File: config.mk
export PLATFORM = sky130hd
export DESIGN_NAME = if_fetch_unit_flat
export DESIGN_NICKNAME = d
export VERILOG_FILES = /design/src/rtl/if_fetch_unit_if.sv /design/src/rtl/if_fetch_unit.sv /design/src/flat_wrapper.sv
export SDC_FILE = /design/constraint.sdc
export NUM_CORES = 1
export LEC_CHECK = 0
export BUFFER_PORTS_ARGS = -buffer_cell sky130_fd_sc_hd__buf_2
export CORE_MARGIN = 1
export CORE_UTILIZATION = 54
export CTS_CLUSTER_DIAMETER = 150
export DETAILED_ROUTE_END_ITERATION = 7
export GPL_ROUTABILITY_DRIVEN = 1
export PLACE_DENSITY = 0.95
export RECOVER_POWER = 100
export SYNTH_ARGS = -nofsm -noshare
export SYNTH_HDL_FRONTEND = slang
export SYNTH_SLANG_ARGS = --single-unit
File: constraint.sdc
create_clock -name clk -period 10.33 [get_ports clk]
set_input_delay 2.066 -clock clk [delete_from_list [all_inputs] [get_ports clk]]
set_output_delay 2.066 -clock clk [all_outputs]
set_load 0.02 [all_outputs]
File: src/rtl/if_fetch_unit_if.sv
// Instruction-memory request/acknowledge bus between the fetch unit and imem.
interface if_fetch_unit_if;
    logic        imem_req;
    logic [31:0] imem_addr;
    logic        imem_ack;
    logic [31:0] imem_rdata;

    modport master (
        output imem_req,
        output imem_addr,
        input  imem_ack,
        input  imem_rdata
    );

    modport slave (
        input  imem_req,
        input  imem_addr,
        output imem_ack,
        output imem_rdata
    );
endinterface

File: src/rtl/if_fetch_unit.sv
// Instruction-fetch stage: owns the PC, fetches one word per instruction over
// the req/ack bus, holds it for the decoder until the datapath retires it,
// then selects the next PC from NPCOp.
//
// state | meaning
// ------+----------------------------------------------------------------
// FETCH | request outstanding at pc; waiting for imem_ack
// READY | instr/pc held and valid; waiting for instr_done
// HALT  | misaligned next PC taken; bus idle until reset
module if_fetch_unit #(
    parameter logic [31:0] PC_RESET = 32'h0000_0000,
    parameter int unsigned CNT_W    = 32
) (
    input  logic                 clk,
    input  logic                 rst,
    if_fetch_unit_if.master      imem,
    output logic [31:0]          instr,
    output logic                 instr_valid,
    output logic [31:0]          pc,
    output logic [31:0]          pc_plus4,
    input  logic                 instr_done,
    input  logic [1:0]           NPCOp,
    input  logic [15:0]          imm16,
    input  logic [25:0]          imm26,
    input  logic [31:0]          rs_data,
    output logic                 addr_err,
    output logic [CNT_W-1:0]     retired_cnt
);

    typedef enum logic [1:0] {
        FETCH = 2'd0,
        READY = 2'd1,
        HALT  = 2'd2
    } state_t;

    localparam logic [1:0] NPC_PLUS4  = 2'b00;
    localparam logic [1:0] NPC_BRANCH = 2'b01;
    localparam logic [1:0] NPC_JUMP   = 2'b10;
    localparam logic [1:0] NPC_JR     = 2'b11;

    state_t      state_q;
    state_t      state_d;
    logic [31:0] pc_q;
    logic [31:0] instr_q;
    logic [31:0] npc;
    logic [31:0] branch_off;
    logic        npc_misaligned;
    logic        fetch_take;
    logic        retire;

    assign pc_plus4   = pc_q + 32'd4;
    assign branch_off = {{14{imm16[15]}}, imm16, 2'b00};

    // Next-PC selection for the instruction currently being retired.
    always_comb begin
        npc = pc_plus4;
        case (NPCOp)
            NPC_PLUS4:  npc = pc_plus4;
            NPC_BRANCH: npc = pc_plus4 + branch_off;
            NPC_JUMP:   npc = {pc_plus4[31:28], imm26, 2'b00};
            NPC_JR:     npc = rs_data;
            default:    npc = pc_plus4;
        endcase
    end

    // Only a register-sourced target can leave the low bits non-zero.
    assign npc_misaligned = (npc[1:0] != 2'b00);

    // Next-state decode; acks outside FETCH and retirements outside READY are ignored.
    always_comb begin
        state_d    = state_q;
        fetch_take = 1'b0;
        retire     = 1'b0;
        case (state_q)
            FETCH: begin
                if (imem.imem_ack) begin
                    fetch_take = 1'b1;
                    state_d    = READY;
                end
            end
            READY: begin
                if (instr_done) begin
                    retire  = 1'b1;
                    state_d = npc_misaligned ? HALT : FETCH;
                end
            end
            HALT: begin
                state_d = HALT;
            end
            default: begin
                state_d = FETCH;
            end
        endcase
    end

    // State register.
    always_ff @(posedge clk or posedge rst) begin
        if (rst) begin
            state_q <= FETCH;
        end else begin
            state_q <= state_d;
        end
    end

    // PC advances only on retirement, so imem_addr stays stable during a fetch.
    always_ff @(posedge clk or posedge rst) begin
        if (rst) begin
            pc_q <= PC_RESET;
        end else if (retire) begin
            pc_q <= npc;
        end
    end

    // Capture the fetched word on the acknowledging edge.
    always_ff @(posedge clk or posedge rst) begin
        if (rst) begin
            instr_q <= 32'h0000_0000;
        end else if (fetch_take) begin
            instr_q <= imem.imem_rdata;
        end
    end

    // Sticky misalignment flag, cleared only by reset.
    always_ff @(posedge clk or posedge rst) begin
        if (rst) begin
            addr_err <= 1'b0;
        end else if (retire && npc_misaligned) begin
            addr_err <= 1'b1;
        end
    end

    // Retired-instruction counter, including the one that causes a halt.
    always_ff @(posedge clk or posedge rst) begin
        if (rst) begin
            retired_cnt <= '0;
        end else if (retire) begin
            retired_cnt <= retired_cnt + {{(CNT_W-1){1'b0}}, 1'b1};
        end
    end

    // The request is gated by rst so the bus is idle for the whole reset pulse.
    assign imem.imem_req  = (state_q == FETCH) && !rst;
    assign imem.imem_addr = pc_q;
    assign instr          = instr_q;
    assign instr_valid    = (state_q == READY);
    assign pc             = pc_q;

endmodule

File: src/flat_wrapper.sv
// flat-port wrapper written by rule: the top's interface ports become plain ports
module if_fetch_unit_flat 
#(
    parameter logic [31:0] PC_RESET = 32'h0000_0000,
    parameter int unsigned CNT_W    = 32
)
  (clk, rst, instr, instr_valid, pc, pc_plus4, instr_done, NPCOp, imm16, imm26, rs_data, addr_err, retired_cnt, imem_imem_req, imem_imem_addr, imem_imem_ack, imem_imem_rdata);
  if_fetch_unit_if imem_i ();
  input  logic clk;
  input  logic rst;
  output logic [31:0] instr;
  output logic instr_valid;
  output logic [31:0] pc;
  output logic [31:0] pc_plus4;
  input  logic instr_done;
  input  logic [1:0] NPCOp;
  input  logic [15:0] imm16;
  input  logic [25:0] imm26;
  input  logic [31:0] rs_data;
  output logic addr_err;
  output logic [CNT_W-1:0] retired_cnt;
  output wire logic [$bits(imem_i.imem_req)-1:0] imem_imem_req;
  output wire logic [$bits(imem_i.imem_addr)-1:0] imem_imem_addr;
  input wire logic [$bits(imem_i.imem_ack)-1:0] imem_imem_ack;
  input wire logic [$bits(imem_i.imem_rdata)-1:0] imem_imem_rdata;
  assign imem_imem_req = imem_i.imem_req;
  assign imem_imem_addr = imem_i.imem_addr;
  assign imem_i.imem_ack = imem_imem_ack;
  assign imem_i.imem_rdata = imem_imem_rdata;
  if_fetch_unit #(.PC_RESET(PC_RESET), .CNT_W(CNT_W)) u_core (.clk(clk), .rst(rst), .imem(imem_i), .instr(instr), .instr_valid(instr_valid), .pc(pc), .pc_plus4(pc_plus4), .instr_done(instr_done), .NPCOp(NPCOp), .imm16(imm16), .imm26(imm26), .rs_data(rs_data), .addr_err(addr_err), .retired_cnt(retired_cnt));
endmodule
=== After elaboration in Yosys (flattened, before gate mapping) ===
Index checks and enable logic that the tools add are counted.

* Latch bits: 0
* Logic and storage cells: 31
* Memory bits (writable): 0
* Register bits after elaboration: 99
* ROM bits: 0
* Memories: 0
* Bits of input ports: 112

* Bitwise operators: 0
* Magnitude comparators: 0
* Eq/ne operators: 7
* Shift-type cells: 0
* Reductions and logical operators: 7
* Add/subtract/negate cells: 3
* Mux-type cells: 9
* Divide/modulo/power cells: 0
* Multipliers: 0

{| class="wikitable"
|+ Operators by type and width
! cell !! number
|-
| 32-bit one-hot mux with 4 select lines || 1
|-
| 32-bit by 1-bit adder with 32-bit output (second input constant) || 1
|-
| 32-bit by 3-bit adder with 32-bit output (second input constant) || 1
|-
| 32-bit adder || 1
|-
| 2-bit == test (second input constant) || 3
|-
| 2-bit two-way mux || 3
|-
| 2-bit one-hot mux with 3 select lines || 1
|-
| 2-bit by 1-bit == test with 1-bit output (second input constant) || 2
|-
| 2-bit zero test || 2
|-
| 1-bit two-way mux || 4
|-
| 1-bit logical AND || 2
|-
| 2-bit by 1-bit inequality test with 1-bit output (second input constant) || 1
|-
| 2-bit inequality test (second input constant) || 1
|-
| 2-bit AND reduction || 1
|-
| 2-bit nonzero test || 1
|-
| 1-bit zero test || 1
|}

=== Longest topological paths before layout ===
Gate-level depths: netlist (run 1).

* Word-level depth: 7
* Gate-level depth with buffers: 16
* Depth with buffers taken out: 15

=== Worst setup path before layout (run 1) ===
Ideal clock, no wire load.

* Path type: input-to-output
* From: input rst
* To: output imem_imem_req
* Buffers on the path: 0
* Cell stages on the path: 1
* Setup slack: 5.743 ns
* Required time: 8.264 ns
* Arrival time: 2.521 ns
* Cells stage by stage: nor3_1

* Cells in the longest elaborated chain, start to end: 2

{| class="wikitable"
|+ RTL lines
! what !! line !! source
|-
| start, declared || flat_wrapper.sv:10 || <nowiki>input logic rst;</nowiki>
|-
| 1-bit zero test (no line) || -- ||
|-
| 1-bit logical AND || if_fetch_unit.sv:142 || <nowiki>assign imem.imem_req = (state_q == FETCH) && !rst;</nowiki>
|-
| end, declared || flat_wrapper.sv:22 || <nowiki>output wire logic [$bits(imem_i.imem_req)-1:0] imem_imem_req;</nowiki>
|}

No other way between the ends.

==> impl_metrics.yaml, run 1 <==
layout:
  drive_gt1_frac: 0.185
  num-fill-cells: 1104
  multi_input_area_sq_mm: 0.00424
  syn_to_final_growth_pct: 17.6
  regArea_sq_mm: 0.00248
  fin_nets: 1157
  postLayoutCellArea_sq_mm: 0.00852
clock_tree:
  ctsHoldBuffers: 0
  cts.sinks: 99
  htreeDepth: 3
  cts.clk_slew.worst_paths_ns: 0.07
  cts_setup_buffers: 0
  cts-root-buf: "clkbuf_16"
  clk_latency_ns: 0.36
  clk_path_buf_depth: 2
  cts-buffers-inserted: 9
  ctsResizeCount: 0
  cts_tree: "built"
synthesis:
  ys_top_cells_by_area: "dfrtp_1 (34%), xnor2_1 (6.6%), ha_1 (5.7%)"
  synth_top_area_share: 0.342
  postSynthCellCount: 787
  async_reset_ff_frac: 1.00
  yosysSeqAreaShare: 0.342
  syn_area_per_cell_sq_um: 9.21
  synth_cell_types: 70
  synth_edf_count: 0
  ys.flop_type: "dfrtp_1"
  yosys_warnings: 0
  ys_ff_latch: 99
  synthesis.nets: 933
  synth_area_sq_mm: 0.00724
  yosysTopAreaCell: "dfrtp_1"
setup_path:
  slowest_stage: "clkbuf_1"
  crit_fanout: 66
  critPathLaunchType: "input port"
  crit_arrival_ns: 5.60
  slowest_delay_ns: 2.42
  criticalPathCategory: "in -> async"
  crit_path_end_kind: "async pin"
  crit_path_frequent_cell: "clkbuf_1"
  crit_required_ns: 10.05
  path_cells: "clkbuf_1 > clkinvlp_2 > clkbuf_1"
run:
  max_cap_viol_count: 5
detailed_routing:
  viasPerCell: 5.87
  drt_wl_total_microns: 22000
  routedWlPerCell_microns: 18.5
  first_pass_iters: 5
  vias: 6981
  drtAntennaViolNets: 0
  remaining_drc_errors: 0
  drtIter0Drc: 595
timing:
  rsz0062_at_grt: "no"
  fin_ws_ns: 4.45
  tns_ns: 0
  fin_crit_sh: 0.569
  fmax_mhz: 170
  worst_pin_slew_ns: 3.32
  hold_viol: 0
  finClkSkew_ns: 0.0158
  slew_headroom: -1.21
  layout_min_cycle_time_ns: 5.88
  setup_viol: 0
  drv_slew: 197
floorplanning:
  coreArea_sq_mm: 0.0128
  dieArea_sq_mm: 0.0139
  start_util: 0.565
  die_y_microns: 118
  die_w_microns: 118
  rows: 41
  pin_count: 275
global_route:
  track_usage: 0.319
  grt-ovfl-total: 0
  grt_pass1_wl_microns: 34900
  grt_antenna_before_repair: 1
  first_global_vias: 6827
  grt_max_degree: 67
placement:
  pre_cts_ws_ns: 5.59
  dpl_cell_area_sq_mm: 0.00850
  gp_congestion: 1.01
  io_buffers: 274
  place_hpwl_microns: 17000
power_and_ir_drop:
  powerDensity_mw_per_mm2: 311
  p_leak_nw: 3.78
  peakVddDrop_uv: 151
outcome:
  status: "complete, but fails checks"
  violations: "max-capacitance violations, max-slew violations"
worst_hold_path:
  hold_class: "reg -> reg"
where the power goes:
group	internal [mW]	switching (mW)
combinational	0.578	1.02
clock	0.170	0.164
sequential	0.524	0.193
kinds of logic (layout without fill, tap and decap cells):
| kind of cell | Yosys count | after routing | share of synthesized area |
|---|---|---|---|
| AOI/OAI and AO/OA | 174 | 174 | 0.155 |
| xor gates and xnor gates | 82 | 82 | 0.100 |
| adders and majority gates | 34 | 34 | 0.0598 |
| buffers and inverters | 92 | 321 | 0.0660 |
| DFF | 99 | 99 | 0.342 |
| muxes | 60 | 60 | 0.105 |
| other | 0 | 1 | 0 |
| and+or+nand+nor | 246 | 246 | 0.172 |
critical path, delay by kind of cell:
kind,cells,cell delay (ns)
buffers and inverters,3,3.48
final cells by class:
type,instances,share of cell area
clock inverters,7,0.00808
clock buffers,9,0.0264
flip-flops and latches,99,0.291
multi-input cells,596,0.497
inverters,24,0.0107
well taps,172,0.0253
repair buffers,281,0.141
diodes,1,0.000294
worst paths after layout:
kind	start	endpoint	slack, ns	cells past startpoint
worst max-delay path	rst	u_core.instr[31]	4.45	3
worst min-delay path	u_core.retired_cnt[25]	u_core.retired_cnt[25]	0.50	1
worst max register to register	u_core.imem.imem_addr[4]	u_core.imem.imem_addr[26]	5.81	12
worst min register to register	u_core.retired_cnt[25]	u_core.retired_cnt[25]	0.50	1
max in group clk	NPCOp[0]	u_core.imem.imem_addr[26]	4.76	9
min in group asynchronous	rst	u_core.instr[10]	2.12	2
state kept, by name, summed over array words and instances, names as in the netlist:
register               count
u_core.imem.imem_addr     32
u_core.retired_cnt        32
u_core.state_q             2
u_core.addr_err            1
u_core.instr              32
routing by layer:
layer / part of all wire / global-route usage / up-vias
met2: 0.49 / 0.523 / 403
met4: 0.034 / 0.164 / 0
li1: - / - / 3240
met3: 0.081 / 0.0635 / 67
met5: 0 / 0 / -
met1: 0.39 / 0.397 / 3271
stage by stage:
step | util | hold slack, ns | cells | power (mW)
floorplan | - | 0.475 | 787 | 1.93
global placement | 0.663 | 0.452 | 1172 | 2.33
detailed placement | 0.663 | 0.475 | 1172 | 2.37
CTS | 0.686 | 0.488 | 1188 | 2.71
global route | 0.664 | 0.509 | 1189 | 2.82
finish | 0.664 | 0.498 | 1189 | 2.65
placed cells by master (no fill, tap or decap), drive strengths merged, types with 8 or more instances in the layout:
master,count
xor2,27
a21o,18
mux2,35
dfrtp,99
a21oi,54
mux2i,16
nand2,89
nand4,16
ha,33
nor3,17
o22ai,8
clkbuf,174
nand3,30
inv,26
nor2,52
mux4,9
buf,116
o21ai,35
xnor2,55
synthesized netlist by cell type (3+ instances only):
cell / number
o211ai_1: 5
mux2_2: 35
nor4_1: 4
a31oi_1: 7
o21ai_0: 30
and2_1: 6
nor2_2: 3
nor2b_1: 6
nand2_1: 89
clkbuf_1: 24
nor2_1: 47
o22a_1: 3
and3_1: 7
buf_2: 4
o22ai_1: 8
nand2b_1: 4
and4_1: 6
mux4_2: 8
nand3_1: 29
a221oi_1: 4
buf_4: 34
nand4_1: 13
nor3_1: 15
xor2_1: 26
inv_1: 24
o21ai_1: 5
o221ai_1: 3
buf_1: 6
xnor2_1: 55
o21bai_1: 5
a21oi_1: 54
o21a_1: 4
mux2i_1: 16
o2111ai_1: 3
dfrtp_1: 99
ha_1: 33
o32ai_1: 3
a211oi_1: 4
a21o_1: 18
(Power assumes the default switching activity.)
==> inputs of run 2 (changes only) <==
--- a/config.mk
+++ b/config.mk
@@ -7,11 +7,11 @@
 export LEC_CHECK = 0
 export BUFFER_PORTS_ARGS = -buffer_cell sky130_fd_sc_hd__buf_2
 export CORE_MARGIN = 1
-export CORE_UTILIZATION = 54
+export CORE_UTILIZATION = 50
 export CTS_CLUSTER_DIAMETER = 150
 export DETAILED_ROUTE_END_ITERATION = 7
 export GPL_ROUTABILITY_DRIVEN = 1
-export PLACE_DENSITY = 0.95
+export PLACE_DENSITY = 0.89
 export RECOVER_POWER = 100
 export SYNTH_ARGS = -nofsm -noshare
 export SYNTH_HDL_FRONTEND = slang
==> constraint.sdc (replaced) <==
create_clock -name clk -period 5.94 [get_ports clk]
set_input_delay 1.188 -clock clk [delete_from_list [all_inputs] [get_ports clk]]
set_output_delay 1.188 -clock clk [all_outputs]
set_load 0.02 [all_outputs]
==> impl_metrics.yaml, run 2 (same netlist as run 1, synthesis figures left out) <==
outcome:
  status: "complete, but fails checks"
  violations: "max-capacitance violations, max-slew violations"
floorplanning:
  die_w_microns: 122
  start_util: 0.518
  die_y_microns: 122
  dieArea_sq_mm: 0.0150
  pin_count: 275
  rows: 43
  coreArea_sq_mm: 0.0140
setup_path:
  path_cells: "nand4_1 > nor2_1 > nand4_1 > nor3_1 > xor2_2 > buf_2"
  crit_arrival_ns: 3.45
  slowest_stage: "nor2_1"
  r2r_cells: 12
  crit_path_frequent_cell: "nand4_1"
  slowest_delay_ns: 0.77
  crit_path_end_kind: "primary output"
  critPathLaunchType: "flop"
  crit_fanout: 10
  criticalPathCategory: "reg -> out"
  crit_required_ns: 4.75
timing:
  hold_viol: 0
  rsz0062_at_grt: "no"
  fin_crit_sh: 0.781
  setup_viol: 0
  tns_ns: 0
  drv_slew: 179
  fmax_mhz: 216
  layout_min_cycle_time_ns: 4.64
  finClkSkew_ns: 0.0137
  slew_headroom: -0.350
  fin_ws_ns: 1.30
  worst_pin_slew_ns: 2.03
layout:
  final_util: 0.609
  drive_gt1_frac: 0.182
  final_common_cell: "clkbuf_1"
  final_cell_mix: "clkbuf_1 (167), buf_2 (110), dfrtp_1 (99)"
  syn_to_final_growth_pct: 17.6
  fin_nets: 1156
  stdcell_count: 1196
clock_tree:
  cts-root-buf: "clkbuf_16"
  clk_latency_ns: 0.35
  ctsHoldBuffers: 0
  cts.sinks: 99
  cts_tree: "built"
  cts-buffers-inserted: 9
  clk_path_buf_depth: 2
  cts_setup_buffers: 0
  cts.clk_slew.worst_paths_ns: 0.07
  ctsResizeCount: 0
  htreeDepth: 3
global_route:
  track_usage: 0.294
  grt-ovfl-total: 0
  grt_pass1_wl_microns: 33700
  first_global_vias: 6638
  grt_max_degree: 58
  grt_antenna_before_repair: 1
power_and_ir_drop:
  power.share.switching: 0.518
  power_mw: 4.60
  internal_power_mw: 2.22
  clockPowerShare: 0.127
  powerDensity_mw_per_mm2: 540
  pwr-share-seq: 0.267
  p_leak_nw: 3.77
  peakVddDrop_uv: 253
  switchingPower_mw: 2.39
  power_frac_comb: 0.607
placement:
  io_buffers: 274
  place_hpwl_microns: 17000
  pre_cts_ws_ns: 1.74
  dp.cells: 1179
  gp_congestion: 0.944
detailed_routing:
  vias: 6965
  routedWlPerCell_microns: 18.6
  viasPerCell: 5.82
  drt_wl_total_microns: 22300
  drtIter0Drc: 490
  drtAntennaViolNets: 0
  remaining_drc_errors: 0
  first_pass_iters: 6
run:
  max_cap_viol_count: 4
worst_hold_path:
  holdPathStages: 1
  hold_class: "reg -> reg"
-- run 2: changes by cell type in the layout (fill, tap and decap cells not counted), moves of 2 or more --
cell      previous run  this run
buf_2              114       110
clkbuf_1           165       167
o21ai_0             31        34
o21ai_1              4         1
inv_8                2         0
-- run 2: layout make-up --
class / instances / area [sq um]
fill: 1314 / 5470
clock inverter: 6 / 58.8
multi-input combinational: 596 / 4230
sequential: 99 / 2480
timing repair buffer: 280 / 1200
clock buffer: 10 / 239
inverter: 24 / 91.3
antenna: 1 / 2.50
tap: 180 / 225
-- run 2: layer usage --
metal  vias up  share of wire  GRT usage
met4         0          0.028      0.120
met5         -              0          0
met3        47          0.070     0.0511
met2       323           0.50      0.520
met1      3359           0.40      0.350
li1       3236              -          -
-- run 2: path summary, 6_finish.rpt --
| path | from | endpoint | slack, ns |
|---|---|---|---|
| hold reg to reg | u_core.retired_cnt[12] | u_core.retired_cnt[12] | 0.49 |
| min in group asynchronous | rst | u_core.addr_err | 1.30 |
| setup / recovery | u_core.imem.imem_addr[4] | pc_plus4[31] | 1.30 |
| setup reg to reg | u_core.imem.imem_addr[4] | u_core.imem.imem_addr[30] | 1.31 |
| hold / removal | u_core.retired_cnt[12] | u_core.retired_cnt[12] | 0.49 |
| max in group asynchronous | rst | u_core.imem.imem_addr[8] | 2.40 |
-- run 2: critical path: cells and delay by family, from the launching register on --
kind	cells	cell delay (ns)
xor gates and xnor gates	1	0.23
buffers and inverters	1	0.20
DFF	1	0.51
and+or+nand+nor	4	2.16
-- run 2: per-stage QoR --
step | cell area, sq um | hold WS, ns
2_1_floorplan | 7240 | 0.475
3_3_place_gp | 8510 | 0.446
3_5_place_dp | 8510 | 0.466
4_1_cts | 8800 | 0.485
5_1_grt | 8520 | 0.496
6_report | 8520 | 0.493
-- run 2: power groups by stage --
stage               combinational (mW)  sequential [mW]  clock (mW)
floorplan                         1.92             1.44           0
global placement                  2.85             1.21           0
detailed placement                2.89             1.23           0
CTS                               2.91             1.22       0.595
global route                      3.03             1.26       0.619
finish                            2.79             1.23       0.583
==> inputs of run 3 (changes only) <==
--- a/config.mk
+++ b/config.mk
@@ -5,13 +5,14 @@
 export SDC_FILE = /design/constraint.sdc
 export NUM_CORES = 1
 export LEC_CHECK = 0
+export ABC_AREA = 1
 export BUFFER_PORTS_ARGS = -buffer_cell sky130_fd_sc_hd__buf_2
 export CORE_MARGIN = 1
-export CORE_UTILIZATION = 50
+export CORE_UTILIZATION = 52
 export CTS_CLUSTER_DIAMETER = 150
 export DETAILED_ROUTE_END_ITERATION = 7
 export GPL_ROUTABILITY_DRIVEN = 1
-export PLACE_DENSITY = 0.89
+export PLACE_DENSITY = 0.91
 export RECOVER_POWER = 100
 export SYNTH_ARGS = -nofsm -noshare
 export SYNTH_HDL_FRONTEND = slang
==> constraint.sdc (replaced) <==
create_clock -name clk -period 4.28 [get_ports clk]
set_input_delay 0.856 -clock clk [delete_from_list [all_inputs] [get_ports clk]]
set_output_delay 0.856 -clock clk [all_outputs]
set_load 0.02 [all_outputs]
==> impl_metrics.yaml, run 3 <==
floorplanning:
  die_w_microns: 125
  coreArea_sq_mm: 0.0146
  rows: 44
  pin_count: 275
  start_util: 0.536
  die_y_microns: 125
  dieArea_sq_mm: 0.0156
clock_tree:
  ctsHoldBuffers: 0
  ctsResizeCount: 0
  clk_latency_ns: 0.34
  clk_path_buf_depth: 2
  cts.clk_slew.worst_paths_ns: 0.07
  cts-buffers-inserted: 9
  cts-root-buf: "clkbuf_16"
  cts.sinks: 99
  htreeDepth: 3
  cts_setup_buffers: 0
  cts_tree: "built"
placement:
  gp_congestion: 1.01
  dpl_cell_area_sq_mm: 0.00916
  dp.cells: 1522
  io_buffers: 274
  place_hpwl_microns: 21200
timing:
  finClkSkew_ns: 0.00903
  worst_pin_slew_ns: 2.76
  setup_viol: 0
  hold_viol: 0
  slew_headroom: -0.837
  fin_crit_sh: 0.862
  layout_min_cycle_time_ns: 3.69
  drv_slew: 75
  rsz0062_at_grt: "no"
  fmax_mhz: 271
  tns_ns: 0
layout:
  final_common_cell: "nand2_1"
  fin_nets: 1495
  antenna_cells: 0
  syn_to_final_growth_pct: 16.8
  stdcell_count: 1538
  final_util: 0.626
  num-fill-cells: 1473
  postLayoutCellArea_sq_mm: 0.00917
  final_cell_mix: "nand2_1 (351), clkbuf_1 (158), inv_1 (131)"
  drive_gt1_frac: 0.134
outcome:
  violations: "design-rule violations, max-capacitance violations, max-slew violations"
  status: "complete, but fails checks"
detailed_routing:
  vias: 8449
  drt_wl_total_microns: 26600
  drtIter0Drc: 684
  remaining_drc_errors: 44
  routedWlPerCell_microns: 17.3
  viasPerCell: 5.49
  drtAntennaViolNets: 0
  first_pass_iters: 8
power_and_ir_drop:
  powerDensity_mw_per_mm2: 670
  p_leak_nw: 4.73
  peakVddDrop_uv: 347
setup_path:
  crit_path_end_kind: "flop"
  crit_required_ns: 4.50
  critPathLaunchType: "flop"
  startpoint: "u_core.imem.imem_addr[2]"
  crit_arrival_ns: 3.92
  crit_fanout: 6
  r2r-start: "u_core.imem.imem_addr[2]"
  criticalPathCategory: "reg -> reg"
  reg2reg_slack_ns: 0.59
  timing.rr.end: "u_core.imem.imem_addr[26]"
  r2r_cells: 21
  critPathCapture: "u_core.imem.imem_addr[26]"
global_route:
  first_global_vias: 8082
  grt_pass1_wl_microns: 41600
  grt_max_degree: 75
  grt_antenna_before_repair: 0
  grt-ovfl-total: 0
  track_usage: 0.340
synthesis:
  yosysSeqAreaShare: 0.315
  syn_area_per_cell_sq_um: 7.06
  synth_top_area_share: 0.315
  synth_cell_types: 47
  postSynthCellCount: 1113
  yosys_warnings: 0
  async_reset_ff_frac: 1.00
  ys_ff_latch: 99
  ys_top_cells_by_area: "dfrtp_1 (32%), nand2_1 (17%), inv_1 (6.3%)"
  synthTopCellsByCount: "nand2_1 (346), inv_1 (131), dfrtp_1 (99)"
  synth_edf_count: 0
  ys.flop_type: "dfrtp_1"
  yosysTopAreaCell: "dfrtp_1"
  synth_area_sq_mm: 0.00786
  synth.most_common_cell: "nand2_1"
  synthesis.nets: 1259
worst_hold_path:
  hold_class: "reg -> reg"
run:
  max_cap_viol_count: 1
run 3: cell count changes in the layout (fill, tap and decap cells not counted), sizes merged, moves of 8 or more:
cell | before | now
xor2 | 27 | 38
buf | 112 | 120
nand3 | 30 | 67
inv | 25 | 135
clkbuf | 178 | 168
nand2 | 89 | 353
a21o | 18 | 1
xnor2 | 55 | 16
mux2i | 16 | 0
o21ai | 35 | 48
nor2 | 52 | 103
mux4 | 9 | 0
run 3: worst min path at each step:
| stage | start | to | slack, ns | cells past startpoint |
|---|---|---|---|---|
| floorplan | u_core.state_q[0] | u_core.state_q[1] | 0.55 | 1 |
| global route | u_core.addr_err | u_core.addr_err | 0.50 | 2 |
| CTS | u_core.addr_err | u_core.addr_err | 0.48 | 2 |
| finish | u_core.addr_err | u_core.addr_err | 0.48 | 2 |
| global placement | u_core.addr_err | u_core.addr_err | 0.45 | 2 |
| detailed placement | u_core.addr_err | u_core.addr_err | 0.46 | 2 |
run 3: routing by layer:
layer  share of wire  global-route usage  vias to the layer above
li1                -                   -                     4016
met1            0.40               0.427                     3862
met2            0.45               0.551                      467
met5               0                   0                        -
met3           0.089              0.0606                      104
met4           0.061               0.204                        0
run 3: cell type report:
class | count | area [sq um] | share of cell area
clock inverter | 7 | 92.6 | 0.0101
tap | 184 | 230 | 0.0251
timing repair buffer | 279 | 1210 | 0.131
sequential | 99 | 2480 | 0.270
inverter | 133 | 499 | 0.0544
multi-input combinational | 827 | 4440 | 0.484
clock buffer | 9 | 225 | 0.0246
run 3: critical path: stages (launching register included):
cell     delay [ns]
dfrtp_1        0.42
ha_1           0.24
nand3_1        0.13
nor2_1         0.18
nand2_1        0.15
nor2_4         0.21
nand2_1        0.15
nor2_4         0.16
xor2_1         0.20
inv_1          0.13
ha_1           0.39
nand2_1        0.12
nor2_1         0.15
inv_1          0.07
nor2_1         0.21
nand3_1        0.18
nand3_1        0.10
nand2_1        0.06
nand3_1        0.07
nand2_1        0.12
nand2_1        0.09
nand2_1        0.05
run 3: logic make-up (layout without fill, tap and decap cells):
group | Yosys count | after routing | share of synthesized area
buffers and inverters | 187 | 428 | 0.107
muxes | 32 | 32 | 0.0459
DFF | 99 | 99 | 0.315
and+or+nand+nor | 574 | 574 | 0.319
AOI/OAI and AO/OA | 133 | 133 | 0.0973
adders and majority gates | 34 | 34 | 0.0551
xor gates and xnor gates | 54 | 54 | 0.0612
run 3: power by group:
| group | leakage (nW) | internal (mW) | switching, mW | total (mW) |
|---|---|---|---|---|
| clock network | 0.156 | 0.470 | 0.389 | 0.859 |
| registers | 1.24 | 1.26 | 0.389 | 1.65 |
| logic | 3.33 | 1.10 | 2.54 | 3.64 |
| total | 4.73 | 2.83 | 3.32 | 6.15 |
run 3: metrics by stage:
step | hold slack, ns | worst slack [ns] | power [mW]
3_5_place_dp | 0.460 | 0.851 | 5.38
2_1_floorplan | 0.555 | 0.834 | 4.30
4_1_cts | 0.478 | 0.836 | 6.25
5_1_grt | 0.499 | 0.285 | 6.56
6_report | 0.480 | 0.590 | 6.15
3_3_place_gp | 0.449 | 0.900 | 5.32
